$ cat config.mk
export PLATFORM = sky130hd
export DESIGN_NAME = servant_ram_arbiter_flat
export DESIGN_NICKNAME = d
export VERILOG_FILES = /design/src/rtl/servant_ram_arbiter_if.sv /design/src/rtl/servant_ram_arbiter.sv /design/src/flat_wrapper.sv
export SDC_FILE = /design/constraint.sdc
export NUM_CORES = 1
export LEC_CHECK = 0
export ABC_AREA = 1
export ABC_CLOCK_PERIOD_IN_PS = 3200
export BUFFER_PORTS_ARGS = -buffer_cell sky130_fd_sc_hd__clkbuf_2
export CAP_MARGIN = 10
export CELL_PAD_IN_SITES_DETAIL_PLACEMENT = 0
export CELL_PAD_IN_SITES_GLOBAL_PLACEMENT = 1
export CORE_MARGIN = 2
export CORE_UTILIZATION = 14
export DETAILED_ROUTE_END_ITERATION = 10
export PLACE_DENSITY = 0.8
export SYNTH_ARGS = -nofsm -noshare
export SYNTH_HDL_FRONTEND = slang
export SYNTH_SLANG_ARGS = --single-unit
$ cat constraint.sdc
create_clock -name i_wb_clk -period 3.2 [get_ports i_wb_clk]
set_clock_uncertainty 0.15 [all_clocks]
set_input_delay 0.32 -clock i_wb_clk [delete_from_list [all_inputs] [get_ports i_wb_clk]]
set_output_delay 0.32 -clock i_wb_clk [all_outputs]
set_load 0.02 [all_outputs]
$ cat src/rtl/servant_ram_arbiter_if.sv
// Bus bundle for servant_ram_arbiter: instruction master, data master and shared RAM port.
// The slave modport is the arbiter's view; master is the surrounding system's view.
interface servant_ram_arbiter_if #(
    parameter int unsigned aw = 12
);
    logic [aw-1:2] i_ibus_adr;
    logic          i_ibus_cyc;
    logic [31:0]   o_ibus_rdt;
    logic          o_ibus_ack;

    logic [aw-1:2] i_dbus_adr;
    logic [31:0]   i_dbus_dat;
    logic [3:0]    i_dbus_sel;
    logic          i_dbus_we;
    logic          i_dbus_cyc;
    logic [31:0]   o_dbus_rdt;
    logic          o_dbus_ack;

    logic [aw-1:2] o_ram_adr;
    logic [31:0]   o_ram_dat;
    logic [3:0]    o_ram_sel;
    logic          o_ram_we;
    logic          o_ram_cyc;
    logic [31:0]   i_ram_rdt;
    logic          i_ram_ack;

    modport slave (
        input  i_ibus_adr, i_ibus_cyc,
        output o_ibus_rdt, o_ibus_ack,
        input  i_dbus_adr, i_dbus_dat, i_dbus_sel, i_dbus_we, i_dbus_cyc,
        output o_dbus_rdt, o_dbus_ack,
        output o_ram_adr, o_ram_dat, o_ram_sel, o_ram_we, o_ram_cyc,
        input  i_ram_rdt, i_ram_ack
    );

    modport master (
        output i_ibus_adr, i_ibus_cyc,
        input  o_ibus_rdt, o_ibus_ack,
        output i_dbus_adr, i_dbus_dat, i_dbus_sel, i_dbus_we, i_dbus_cyc,
        input  o_dbus_rdt, o_dbus_ack,
        input  o_ram_adr, o_ram_dat, o_ram_sel, o_ram_we, o_ram_cyc,
        output i_ram_rdt, i_ram_ack
    );
endinterface

$ cat src/rtl/servant_ram_arbiter.sv
// Two-master (ibus/dbus) arbiter in front of a single Wishbone RAM port.
// Define SERVANT_ARB_RR_EN for round-robin on contention; default is dbus fixed priority.
module servant_ram_arbiter #(
    parameter int unsigned aw = 12
) (
    input logic                  i_wb_clk,
    input logic                  i_wb_rst,
    servant_ram_arbiter_if.slave bus
);

    typedef enum logic [1:0] {StIdle, StGntI, StGntD} state_e;

    state_e state_q, state_d;
`ifdef SERVANT_ARB_RR_EN
    state_e last_gnt_q, last_gnt_d;
`endif

    logic ibus_ack;
    logic dbus_ack;

    // Acks are only forwarded to the master that currently owns the RAM and is still asking.
    assign ibus_ack = (state_q == StGntI) && bus.i_ibus_cyc && bus.i_ram_ack;
    assign dbus_ack = (state_q == StGntD) && bus.i_dbus_cyc && bus.i_ram_ack;

    always_comb begin
        state_d = state_q;
`ifdef SERVANT_ARB_RR_EN
        last_gnt_d = last_gnt_q;
`endif
        unique case (state_q)
            StIdle: begin
                if (bus.i_ibus_cyc && bus.i_dbus_cyc) begin
`ifdef SERVANT_ARB_RR_EN
                    state_d = (last_gnt_q == StGntI) ? StGntD : StGntI;
`else
                    state_d = StGntD;
`endif
                end else if (bus.i_dbus_cyc) begin
                    state_d = StGntD;
                end else if (bus.i_ibus_cyc) begin
                    state_d = StGntI;
                end
`ifdef SERVANT_ARB_RR_EN
                if (state_d != StIdle) begin
                    last_gnt_d = state_d;
                end
`endif
            end
            // Leave on completion or when the owner abandons its cycle.
            StGntI: if (!bus.i_ibus_cyc || ibus_ack) state_d = StIdle;
            StGntD: if (!bus.i_dbus_cyc || dbus_ack) state_d = StIdle;
            default: state_d = StIdle;
        endcase
    end

    always_ff @(posedge i_wb_clk) begin
        if (i_wb_rst) begin
            state_q <= StIdle;
`ifdef SERVANT_ARB_RR_EN
            last_gnt_q <= StGntD;
`endif
        end else begin
            state_q <= state_d;
`ifdef SERVANT_ARB_RR_EN
            last_gnt_q <= last_gnt_d;
`endif
        end
    end

    always_comb begin
        bus.o_ram_adr = {(aw-2){1'b0}};
        bus.o_ram_dat = 32'h0;
        bus.o_ram_sel = 4'h0;
        bus.o_ram_we  = 1'b0;
        bus.o_ram_cyc = 1'b0;
        unique case (state_q)
            StGntI: begin
                bus.o_ram_adr = bus.i_ibus_adr;
                bus.o_ram_sel = 4'hF;
                bus.o_ram_cyc = bus.i_ibus_cyc;
            end
            StGntD: begin
                bus.o_ram_adr = bus.i_dbus_adr;
                bus.o_ram_dat = bus.i_dbus_dat;
                bus.o_ram_sel = bus.i_dbus_sel;
                bus.o_ram_we  = bus.i_dbus_we;
                bus.o_ram_cyc = bus.i_dbus_cyc;
            end
            default: ;
        endcase
    end

    assign bus.o_ibus_ack = ibus_ack;
    assign bus.o_dbus_ack = dbus_ack;
    assign bus.o_ibus_rdt = bus.i_ram_rdt;
    assign bus.o_dbus_rdt = bus.i_ram_rdt;

endmodule

$ cat src/flat_wrapper.sv
// flat-port wrapper written by rule: the top's interface ports become plain ports
module servant_ram_arbiter_flat 
#(
    parameter int unsigned aw = 12
)
  (i_wb_clk, i_wb_rst, bus_i_ibus_adr, bus_i_ibus_cyc, bus_o_ibus_rdt, bus_o_ibus_ack, bus_i_dbus_adr, bus_i_dbus_dat, bus_i_dbus_sel, bus_i_dbus_we, bus_i_dbus_cyc, bus_o_dbus_rdt, bus_o_dbus_ack, bus_o_ram_adr, bus_o_ram_dat, bus_o_ram_sel, bus_o_ram_we, bus_o_ram_cyc, bus_i_ram_rdt, bus_i_ram_ack);
  servant_ram_arbiter_if #(.aw(aw)) bus_i ();
  input logic i_wb_clk;
  input logic i_wb_rst;
  input wire logic [$bits(bus_i.i_ibus_adr)-1:0] bus_i_ibus_adr;
  input wire logic [$bits(bus_i.i_ibus_cyc)-1:0] bus_i_ibus_cyc;
  output wire logic [$bits(bus_i.o_ibus_rdt)-1:0] bus_o_ibus_rdt;
  output wire logic [$bits(bus_i.o_ibus_ack)-1:0] bus_o_ibus_ack;
  input wire logic [$bits(bus_i.i_dbus_adr)-1:0] bus_i_dbus_adr;
  input wire logic [$bits(bus_i.i_dbus_dat)-1:0] bus_i_dbus_dat;
  input wire logic [$bits(bus_i.i_dbus_sel)-1:0] bus_i_dbus_sel;
  input wire logic [$bits(bus_i.i_dbus_we)-1:0] bus_i_dbus_we;
  input wire logic [$bits(bus_i.i_dbus_cyc)-1:0] bus_i_dbus_cyc;
  output wire logic [$bits(bus_i.o_dbus_rdt)-1:0] bus_o_dbus_rdt;
  output wire logic [$bits(bus_i.o_dbus_ack)-1:0] bus_o_dbus_ack;
  output wire logic [$bits(bus_i.o_ram_adr)-1:0] bus_o_ram_adr;
  output wire logic [$bits(bus_i.o_ram_dat)-1:0] bus_o_ram_dat;
  output wire logic [$bits(bus_i.o_ram_sel)-1:0] bus_o_ram_sel;
  output wire logic [$bits(bus_i.o_ram_we)-1:0] bus_o_ram_we;
  output wire logic [$bits(bus_i.o_ram_cyc)-1:0] bus_o_ram_cyc;
  input wire logic [$bits(bus_i.i_ram_rdt)-1:0] bus_i_ram_rdt;
  input wire logic [$bits(bus_i.i_ram_ack)-1:0] bus_i_ram_ack;
  assign bus_i.i_ibus_adr = bus_i_ibus_adr;
  assign bus_i.i_ibus_cyc = bus_i_ibus_cyc;
  assign bus_o_ibus_rdt = bus_i.o_ibus_rdt;
  assign bus_o_ibus_ack = bus_i.o_ibus_ack;
  assign bus_i.i_dbus_adr = bus_i_dbus_adr;
  assign bus_i.i_dbus_dat = bus_i_dbus_dat;
  assign bus_i.i_dbus_sel = bus_i_dbus_sel;
  assign bus_i.i_dbus_we = bus_i_dbus_we;
  assign bus_i.i_dbus_cyc = bus_i_dbus_cyc;
  assign bus_o_dbus_rdt = bus_i.o_dbus_rdt;
  assign bus_o_dbus_ack = bus_i.o_dbus_ack;
  assign bus_o_ram_adr = bus_i.o_ram_adr;
  assign bus_o_ram_dat = bus_i.o_ram_dat;
  assign bus_o_ram_sel = bus_i.o_ram_sel;
  assign bus_o_ram_we = bus_i.o_ram_we;
  assign bus_o_ram_cyc = bus_i.o_ram_cyc;
  assign bus_i.i_ram_rdt = bus_i_ram_rdt;
  assign bus_i.i_ram_ack = bus_i_ram_ack;
  servant_ram_arbiter #(.aw(aw)) u_core (.i_wb_clk(i_wb_clk), .i_wb_rst(i_wb_rst), .bus(bus_i));
endmodule
* Word-level counts from Yosys, hierarchy flattened
Cells that the tools add are included.
** Storage, ports and cells
- Flip-flop bits (word level) :: 2
- Bits in latches :: 0
- Bits in writable memories :: 0
- Bits in read-only memories :: 0
- Bits of input ports :: 94
- Output and inout bits :: 114
- Memories kept :: 0
** Operators by class
- Add/subtract/negate cells :: 0
- Multiply operators :: 0
- Div/mod/pow operators :: 0
- Magnitude comparators :: 0
- Equal/unequal tests :: 5
- Shifts and indexed selects :: 0
- Mux-type cells :: 11
- Bitwise gates (word level) :: 0
- Reductions and logical operators :: 11
** Operator list (number)
- 32-bit two-way mux :: 1
- 10-bit one-hot mux with 2 select lines :: 1
- 2-bit two-way mux :: 5
- 4-bit one-hot mux with 2 select lines :: 1
- 2-bit one-hot mux with 3 select lines :: 1
- 1-bit logical AND :: 5
- 2-bit inequality test (second input constant) :: 2
- 4-bit by 3-bit inequality test with 1-bit output (second input constant) :: 1
- 3-bit AND reduction :: 1
- 2-bit by 1-bit equality test with 1-bit output (second input constant) :: 1
- 2-bit equality test (second input constant) :: 1
- 1-bit logical NOT :: 2
- 2-bit logical NOT :: 1
- 1-bit logical OR :: 2
- 1-bit one-hot mux with 2 select lines :: 1
- 1-bit two-way mux :: 1

* Depth between registers and ports, before layout
Gate-level depths: netlist of the first run.
- Word-level depth :: 6
- Gate-level depth with buffers :: 8
- Depth with buffers taken out :: 8

* Worst setup path before layout of the first run
Ideal clock, no wire load.
- Path type :: register -> output
- Start :: register u_core.state_q[1]
- End :: output port bus_o_ram_adr[3]
- Data arrival time :: 1.225 ns
- Setup slack :: 1.505 ns
- Cell stages (with the launch flop) :: 6
- Path buffers :: 1
- Path through :: dfxtp_1 inv_1 ha_1 inv_1 buf_2 a21oi_1
** Between the ends
- Cells in the longest elaborated chain, start to end :: 2
- Elaborated cells between the ends (all ways) :: 3
- Classes of those cells :: eq/ne: 2; mux: 1
** RTL lines
- start: declaration :: RTL line servant_ram_arbiter.sv:13 : state_e state_q, state_d;
- start signal: assignment :: RTL line servant_ram_arbiter.sv:58 : state_q <= StIdle;
- start signal: assignment :: RTL line servant_ram_arbiter.sv:63 : state_q <= state_d;
- 2-bit equality test or 2-bit by 1-bit equality test with 1-bit output (tied branches) :: RTL line servant_ram_arbiter.sv:76 : unique case (state_q)
- 10-bit one-hot mux with 2 select lines (*) :: RTL line servant_ram_arbiter.sv:76
- end: declaration :: RTL line flat_wrapper.sv:21 : output wire logic [$bits(bus_i.o_ram_adr)-1:0] bus_o_ram_adr;
Mark *: on every way between the ends. The rest lies on a longest branch, timed or not.

* Worst setup path in the final report of the first run
- Start :: register u_core.state_q[0]
- End :: output port bus_o_ram_cyc
** Between the ends
- Cells in the longest elaborated chain, start to end :: 2
- Elaborated cells between the ends (all ways) :: 3
- Classes of those cells :: eq/ne: 2; mux: 1
** RTL lines
- 2-bit equality test or 2-bit by 1-bit equality test with 1-bit output (tied branches) :: RTL line servant_ram_arbiter.sv:76
- 1-bit one-hot mux with 2 select lines (*) :: RTL line servant_ram_arbiter.sv:76
- end: declaration :: RTL line flat_wrapper.sv:25 : output wire logic [$bits(bus_i.o_ram_cyc)-1:0] bus_o_ram_cyc;
Marked as above.

==> results.sh, run 1 <==
export IMPL_outcome="finished, final reports clean"
export IMPL_diodes=0
export IMPL_finalCriticalPeriod_ns=2.31
export IMPL_cp_max_fo=39
export IMPL_hold_path_class="primary input to register"
export IMPL_clk_path_buf_depth=2
export IMPL_grt_max_degree=40
export IMPL_drive_above_1_share_pct=47.4
export IMPL_gp_congestion=0.651
export IMPL_grt_use_total_pct=6.28
export IMPL_post_route_period_util_pct=72.0
export IMPL_setup_worst_path_class="register to output pin"
export IMPL_cts_tree="done"
export IMPL_antenna_found_initial=0
export IMPL_vdd_drop_max_mv=0.324
export IMPL_place_area_um2=1280
export IMPL_htree_num_levels=1
export IMPL_synth_warnings=0
export IMPL_grt_pass1_wl_mm=4.43
export IMPL_synth_cells=203
export IMPL_critical_path_required_ns=2.73
export IMPL_drc=0
export IMPL_fmax_mhz=434
export IMPL_rsz0062_at_grt="false"
export IMPL_drt_iter0_drc=16
export IMPL_synth_seq_cells=2
export IMPL_final_nets=346
export IMPL_cp_arrival_ns=1.84
export IMPL_syn_mean_instance_area_um2=5.45
export IMPL_port_buffers=111
export IMPL_clk_latency_ns=0.21
export IMPL_fin_ws_ns=0.894
export IMPL_pin_count=208
export IMPL_syn_to_final_growth_pct=19.1
export IMPL_syn_area_um2=1110
export IMPL_viasPerCell=3.38
export IMPL_relSlewSlack_pct=53.9
export IMPL_synth_seq_area_share_pct=3.62
export IMPL_fillers=909
export IMPL_dr_total_vias=1179
export IMPL_hold_buffers=0
export IMPL_dr_pass1_iters=4
export IMPL_synth_nets=300
export IMPL_wl_mm=3.05
export IMPL_setup_viol=0
export IMPL_crit_path_start_kind="register"
export IMPL_tightest_slew_ns=0.691
export IMPL_post_cts_buffers=0
export IMPL_pre_cts_slack_ns=1.06
export IMPL_maxCapViolCount=0
export IMPL_final_area_um2=1320
export IMPL_biggestRegsByFlops="u_core.state_q: 2 flops"
export IMPL_gr_total_overflow=0
export IMPL_wl_per_cell_um=8.73
export IMPL_root_buffer="clkbuf_8"
export IMPL_rows=32
export IMPL_power_w=0.000334
export IMPL_powerDensity_nw_per_um2=254
export IMPL_core_area_um2=7690
export IMPL_holdWs_ns=0.131
export IMPL_dieArea_um2=8630
export IMPL_final_antenna_net_count=0
export IMPL_slew_viol_final=0
export IMPL_tritoncts_num_buffers=3
export IMPL_first_global_vias=1006
export IMPL_clkTransAtPathRegs_ns=0.03
export IMPL_cts_resized=0
export IMPL_chipHeight_um=92.9
export IMPL_ys_types=11
export IMPL_fin_setup_tns_ns=0
export IMPL_cts_sinks=2
export IMPL_die_width_um=92.9
export IMPL_largest_reg_flops=2
export IMPL_initial_core_util_pct=14.4
export IMPL_largest_register="u_core.state_q"
export IMPL_hpwl_mm=2.63
export IMPL_p_leak_nw=0.986
export IMPL_end_kind="output pin"
export IMPL_hold_viol_final=0
[logic make-up (layout without fill, tap and decap cells)]
| logic type | Yosys count | in the layout | synth area share [%] |
|---|---|---|---|
| buffers and inverters | 111 | 155 | 60.9 |
| AND/OR/NAND/NOR | 70 | 70 | 24.4 |
| AO/OA/AOI/OAI | 17 | 17 | 7.69 |
| adder cells (fa/ha/maj) | 3 | 3 | 3.39 |
| flip-flops | 2 | 2 | 3.62 |
[layer usage]
layer	wire (um)	part of all wire, %	vias up	GRT usage, %
li1	-	-	607	-
met1	1210	40	483	6.98
met2	1450	48	83	11.1
met3	355	12	6	2.03
met4	34	1.1	0	2.33
met5	0	0	-	0
[synth_stat cells (all sizes together)]
cell	n	area, um^2
nand3	1	5.00
nand3b	1	7.51
ha	3	37.5
buf	71	523
dfxtp	2	40.0
nand2	66	250
inv	40	150
nor2	2	7.51
a21oi	17	85.1
[cell type report]
class | instances | area, um^2 | share of cell area [%]
clock buffer | 3 | 41.3 | 3.13
tap | 102 | 128 | 9.69
timing repair buffer | 112 | 563 | 42.7
sequential | 2 | 40.0 | 3.04
multi-input combinational | 90 | 395 | 30.0
inverter | 40 | 150 | 11.4
[report_power, final]
part           internal (W)  total [W]  switching, W
combinational     0.0000743   0.000205      0.000131
clock             0.0000796  0.0000997     0.0000201
sequential        0.0000277  0.0000295    0.00000176
total              0.000182   0.000334      0.000153
[stage by stage]
step                std cells  util [%]
finish                    349      17.1
global route              349      17.1
CTS                       349      17.1
detailed placement        346      16.6
global placement          346      16.6
floorplan                 203         -
[critical path, cell delays in order, from the launching register on]
cell      delay, ns
dfxtp_1        0.31
inv_1          0.10
ha_2           0.64
nand2_1        0.20
a21oi_1        0.19
clkbuf_2       0.19
[cells in the final DEF, fill, tap and decap left out, drive strengths merged]
cell / Yosys / routed
nand3b: 1 / 1
a21oi: 17 / 17
nand3: 1 / 1
buf: 71 / 1
ha: 3 / 3
nor2: 2 / 2
dfxtp: 2 / 2
clkbuf: 0 / 114
nand2: 66 / 66
inv: 40 / 40
[worst paths after layout]
| kind | from | slack [ns] | depth (start not counted) | to |
|---|---|---|---|---|
| min | i_wb_rst | 0.13 | 2 | u_core.state_q[1]$_SDFFE_PP0P_ |
| max reg2reg | u_core.state_q[0]$_SDFFE_PP0P_ | 1.30 | 8 | u_core.state_q[1]$_SDFFE_PP0P_ |
| min reg2reg | u_core.state_q[1]$_SDFFE_PP0P_ | 0.33 | 2 | u_core.state_q[1]$_SDFFE_PP0P_ |
| max | u_core.state_q[0]$_SDFFE_PP0P_ | 0.89 | 5 | bus_o_ram_cyc |
Power figures use the tool's default switching activity.
==> run 2: changes to the inputs <==
ABC_CLOCK_PERIOD_IN_PS = 1910   (was 3200)
CORE_UTILIZATION = 12   (was 14)
PLACE_DENSITY = 0.72   (was 0.8)
clock period = 1.91 ns   (was 3.2 ns; I/O delays follow)
==> run 2 against run 1 <==
  * Largest power group unchanged
  * Non-clock buffer count grew 4
  * Cell count grew 3.7%
  * Core utilization shrank 1.6 points
  * The run now ends with hold timing left
  * Sequential cell count is the same
  * Power grew 83%
  * Worst setup slack lost 0.78 ns
  * Worst hold slack lost 0.13 ns
  * Combinational power grew 93%
  * Critical path depth grew 1
  * First-iteration DRC count grew 100%
==> results.sh, run 2 (same netlist as run 1, synthesis figures left out) <==
export IMPL_powerDensity_nw_per_um2=433
export IMPL_cts_tree="done"
export IMPL_hpwl_mm=2.63
export IMPL_cp_top_family="buffers and inverters"
export IMPL_critPathMaxStageDelay_ns=0.31
export IMPL_violations="hold timing"
export IMPL_dieArea_um2=10000
export IMPL_wl_per_cell_um=8.60
export IMPL_first_global_vias=985
export IMPL_setup_worst_path_class="register to output pin"
export IMPL_place_area_um2=1320
export IMPL_crit_slowest_cell="dfxtp_2"
export IMPL_wl_mm=3.11
export IMPL_fin_ws_ns=0.111
export IMPL_cts_sinks=2
export IMPL_syn_to_final_growth_pct=27.6
export IMPL_finalCriticalPeriod_ns=1.80
export IMPL_fin_setup_tns_ns=0
export IMPL_multiInputGateArea_um2=410
export IMPL_grt_pass1_wl_mm=4.36
export IMPL_gp_congestion=0.615
export IMPL_setup_viol=0
export IMPL_final_area_um2=1410
export IMPL_ff2ff_setup_slack_ns=0.39
export IMPL_vdd_drop_max_mv=0.323
export IMPL_pin_count=208
export IMPL_dp_cells=357
export IMPL_stdcell_count=362
export IMPL_final_common_cell="clkbuf_2"
export IMPL_path_buf_inv=3
export IMPL_crit_chain="inv_1 -> ha_2 -> buf_4 -> nand2_1 -> a21oi_1 -> clkbuf_2"
export IMPL_final_nets=350
export IMPL_largest_register="u_core.state_q"
export IMPL_drc=0
export IMPL_port_buffers=111
export IMPL_grt_use_total_pct=5.39
export IMPL_fillers=1076
export IMPL_antenna_found_initial=0
export IMPL_initial_core_util_pct=12.1
export IMPL_dr_total_vias=1179
export IMPL_core_area_um2=9110
export IMPL_slew_viol_final=0
export IMPL_drive_above_1_share_pct=50.2
export IMPL_biggestRegsByFlops="u_core.state_q: 2 flops"
export IMPL_hold_path_class="primary input to register"
export IMPL_clkTransAtPathRegs_ns=0.03
export IMPL_p_leak_nw=1.01
export IMPL_grt_max_degree=34
export IMPL_gr_total_overflow=0
export IMPL_rsz0062_at_grt="false"
export IMPL_clk_path_buf_depth=2
export IMPL_critical_path_required_ns=1.57
export IMPL_maxCapViolCount=0
export IMPL_crit_path_start_kind="register"
export IMPL_diodes=0
export IMPL_htree_num_levels=1
export IMPL_rows=35
export IMPL_final_cell_mix="clkbuf_2 (107), nand2_1 (65), inv_1 (38)"
export IMPL_final_antenna_net_count=0
export IMPL_hold_buffers=0
export IMPL_outcome="complete, but fails checks"
export IMPL_viasPerCell=3.26
export IMPL_post_route_period_util_pct=94.2
export IMPL_largest_reg_flops=2
export IMPL_clk_latency_ns=0.21
export IMPL_hold_viol_final=1
export IMPL_drt_iter0_drc=32
export IMPL_holdWs_ns=-0.00209
export IMPL_relSlewSlack_pct=89.2
export IMPL_die_width_um=100
export IMPL_cp_max_fo=8
export IMPL_chipHeight_um=100
export IMPL_regArea_um2=41.3
export IMPL_fmax_mhz=556
export IMPL_tightest_slew_ns=0.162
export IMPL_pre_cts_slack_ns=0.101
export IMPL_tritoncts_num_buffers=3
export IMPL_cp_arrival_ns=1.46
export IMPL_root_buffer="clkbuf_8"
export IMPL_end_kind="output pin"
export IMPL_dr_pass1_iters=4
[run 2: path summary, 6_finish.rpt]
kind | to | startpoint | cells after the start
setup reg to reg | u_core.state_q[1]$_SDFFE_PP0P_ | u_core.state_q[0]$_SDFFE_PP0P_ | 9
hold reg to reg | u_core.state_q[1]$_SDFFE_PP0P_ | u_core.state_q[1]$_SDFFE_PP0P_ | 2
hold / removal | u_core.state_q[1]$_SDFFE_PP0P_ | i_wb_rst | 2
setup / recovery | bus_o_ram_adr[7] | u_core.state_q[1]$_SDFFE_PP0P_ | 6
[run 2: stage by stage]
step                power (W)  utilization, %
detailed placement   0.000414            14.4
global route         0.000663            15.5
global placement     0.000408            14.4
floorplan            0.000452               -
CTS                  0.000616            15.2
finish               0.000611            15.5
[run 2: worst reg2reg max path, delay by kind of cell (launching register included)]
family                   cells  cell delay (ns)
flip-flops                   1             0.31
buffers and inverters        2             0.27
AO/OA/AOI/OAI                1             0.10
adder cells (fa/ha/maj)      1             0.21
AND/OR/NAND/NOR              5             0.39
[run 2: layout make-up]
type	instances	area share (%)
inverters	40	10.9
clock buffers	3	2.93
repair buffers	116	44.3
multi-input cells	90	29.1
well taps	111	9.84
flip-flops and latches	2	2.93
[run 2: routing by layer]
metal | global-route usage (%) | up-vias | wire [um]
li1 | - | 618 | -
met1 | 5.51 | 494 | 1240
met2 | 9.77 | 62 | 1520
met3 | 2.51 | 5 | 333
met4 | 1.69 | 0 | 21
met5 | 0 | - | 0
[run 2: where the power goes]
group	switching, W	internal, W
logic	0.000233	0.000163
registers	0.00000301	0.0000469
clock network	0.0000321	0.000133
[run 2: repair_timing]
action,CTS,global route
setup buffers,2,0
gates resized for setup,1,11
endpoints found under the setup margin,15,15
==> run 3: changes to the inputs <==
--- a/config.mk
+++ b/config.mk
@@ -13,3 +13,3 @@
 export CELL_PAD_IN_SITES_GLOBAL_PLACEMENT = 1
-export CORE_MARGIN = 2
+export CORE_MARGIN = 5
 export CORE_UTILIZATION = 12
==> constraint.sdc (replaced) <==
create_clock -name i_wb_clk -period 1.91 [get_ports i_wb_clk]
set_clock_uncertainty 0.15 [all_clocks]
set_input_delay 0.2865 -clock i_wb_clk [delete_from_list [all_inputs] [get_ports i_wb_clk]]
set_output_delay 0.2865 -clock i_wb_clk [all_outputs]
set_load 0.02 [all_outputs]
==> run 3 against run 2 <==
  * Register-to-register slack improved by 0.03 ns
  * Worst hold slack improved by 0.091 ns
  * First-iteration DRC count increased by 25%
  * Wire length increased by 21%
  * Sequential power increased by 2%
  * Final area increased by 9.1%
  * The flow now finishes without violations
  * Die area increased by 12%
  * Sequential cell count unchanged
  * Worst setup slack got worse by 0.068 ns
  * Combinational power increased by 13%
==> results.sh, run 3 (same netlist as run 1, synthesis figures left out) <==
export IMPL_outcome="finished, final reports clean"
export IMPL_clkTransAtPathRegs_ns=0.03
export IMPL_r2r_start="u_core.state_q[0]$_SDFFE_PP0P_"
export IMPL_final_nets=353
export IMPL_powerDensity_nw_per_um2=430
export IMPL_crit_path_start_kind="register"
export IMPL_end_kind="output pin"
export IMPL_port_buffers=111
export IMPL_cts_sinks=2
export IMPL_critical_path_required_ns=1.47
export IMPL_antenna_found_initial=0
export IMPL_pin_count=208
export IMPL_setup_viol=0
export IMPL_p_leak_nw=1.06
export IMPL_grt_use_total_pct=6.05
export IMPL_drive_above_1_share_pct=53.9
export IMPL_drc=0
export IMPL_dr_total_vias=1183
export IMPL_setup_worst_path_class="register to output pin"
export IMPL_path_buf_inv=4
export IMPL_dp_cells=358
export IMPL_slew_viol_final=0
export IMPL_grt_pass1_wl_mm=5.55
export IMPL_critical_path_depth=6
export IMPL_chipHeight_um=106
export IMPL_fillers=1066
export IMPL_diodes=0
export IMPL_gp_congestion=0.738
export IMPL_cp_arrival_ns=1.43
export IMPL_stdcell_count=365
export IMPL_final_antenna_net_count=0
export IMPL_biggestRegsByFlops="u_core.state_q: 2 flops"
export IMPL_crit_slowest_cell="dfxtp_4"
export IMPL_core_area_um2=9110
export IMPL_vdd_drop_max_mv=0.364
export IMPL_rsz0062_at_grt="true"
export IMPL_post_route_period_util_pct=97.8
export IMPL_hold_viol_final=0
export IMPL_crit_chain="inv_2 -> ha_4 -> clkinvlp_4 -> buf_12 -> a21oi_1 -> buf_4"
export IMPL_wl_mm=3.76
export IMPL_htree_num_levels=1
export IMPL_fin_setup_tns_ns=0
export IMPL_startpoint="u_core.state_q[1]$_SDFFE_PP0P_"
export IMPL_largest_register="u_core.state_q"
export IMPL_final_common_cell="clkbuf_2"
export IMPL_clk_path_buf_depth=2
export IMPL_rows=35
export IMPL_finalCriticalPeriod_ns=1.87
export IMPL_critPathMaxStageDelay_ns=0.35
export IMPL_gr_total_overflow=0
export IMPL_hold_path_class="primary input to register"
export IMPL_drt_iter0_drc=40
export IMPL_tritoncts_num_buffers=3
export IMPL_die_width_um=106
export IMPL_whs_path_depth=2
export IMPL_relSlewSlack_pct=90.4
export IMPL_cp_top_family="buffers and inverters"
export IMPL_dr_pass1_iters=4
export IMPL_tightest_slew_ns=0.144
export IMPL_final_cell_mix="clkbuf_2 (96), nand2_1 (65), inv_1 (37)"
export IMPL_cts_tree="done"
export IMPL_syn_to_final_growth_pct=39.3
export IMPL_maxCapViolCount=0
export IMPL_clk_latency_ns=0.21
export IMPL_hp_start="i_wb_rst"
export IMPL_grt_max_degree=18
export IMPL_largest_reg_flops=2
export IMPL_cp_max_fo=13
export IMPL_viasPerCell=3.24
export IMPL_initial_core_util_pct=12.1
export IMPL_dieArea_um2=11200
export IMPL_root_buffer="clkbuf_8"
export IMPL_first_global_vias=1120
export IMPL_hpwl_mm=3.05
export IMPL_fmax_mhz=535
export IMPL_wl_per_cell_um=10.3
export IMPL_ff2ff_path_depth=9
run 3: worst register-to-register path, cell delays in order (launching register included):
cell and delay (ns):
dfxtp_2 0.31, inv_2 0.10, ha_4 0.19, buf_12 0.16, nand2_1 0.09, nand2_1 0.09, nand2_2 0.06, nand2_1 0.09
nand2_1 0.06, a21oi_1 0.11
run 3: through the flow:
step                hold slack, ns  total power, W  utilization [%]  setup WS, ns  cell area, um^2
global placement             0.311        0.000415             14.5        0.0384             1320
floorplan                    0.206        0.000452                -         0.248             1110
detailed placement           0.313        0.000416             14.5        0.0285             1320
global route                0.0922        0.000721             16.9       -0.0284             1540
finish                      0.0894        0.000663             16.9        0.0425             1540
CTS                         0.0882        0.000658             16.3      0.000718             1480
run 3: report_power, final:
part	switching (W)	total, W	internal [W]
Clock	0.0000302	0.000163	0.000133
Sequential	0.00000399	0.0000510	0.0000470
Combinational	0.000249	0.000449	0.000200
Total	0.000283	0.000663	0.000380
run 3: metal layers:
metal | GRT usage, % | wire length [um] | vias to the layer above | part of all wire (%)
li1 | - | - | 625 | -
met1 | 7.41 | 1530 | 492 | 41
met2 | 9.97 | 1880 | 57 | 50
met3 | 2.25 | 305 | 9 | 8.1
met4 | 1.57 | 36 | 0 | 0.96
met5 | 0 | 0 | - | 0
run 3: what timing repair did:
action | CTS | global route
cloned | 1 | 0
buffers inserted | 2 | 1
resized for setup | 15 | 32
endpoints found under the setup margin | 15 | 16
endpoints found under the hold margin | 0 | 0
hold buffers | 0 | 0
pin swaps | 0 | 0
run 3: path summary, 6_finish.rpt:
| kind | endpoint | slack, ns |
|---|---|---|
| worst max register to register | u_core.state_q[1]$_SDFFE_PP0P_ | 0.42 |
| worst min-delay path | u_core.state_q[1]$_SDFFE_PP0P_ | 0.09 |
| worst min register to register | u_core.state_q[1]$_SDFFE_PP0P_ | 0.35 |
| worst max-delay path | bus_o_ram_adr[8] | 0.04 |
run 3: cell type report:
class                   count  area, um^2  share of cell area (%)
clock buffers               3        41.3                    2.68
inverters                  40         154                    9.99
multi-input cells          90         453                    29.4
flip-flops and latches      2        45.0                    2.92
well taps                 111         139                    9.02
repair buffers            119         708                    46.0
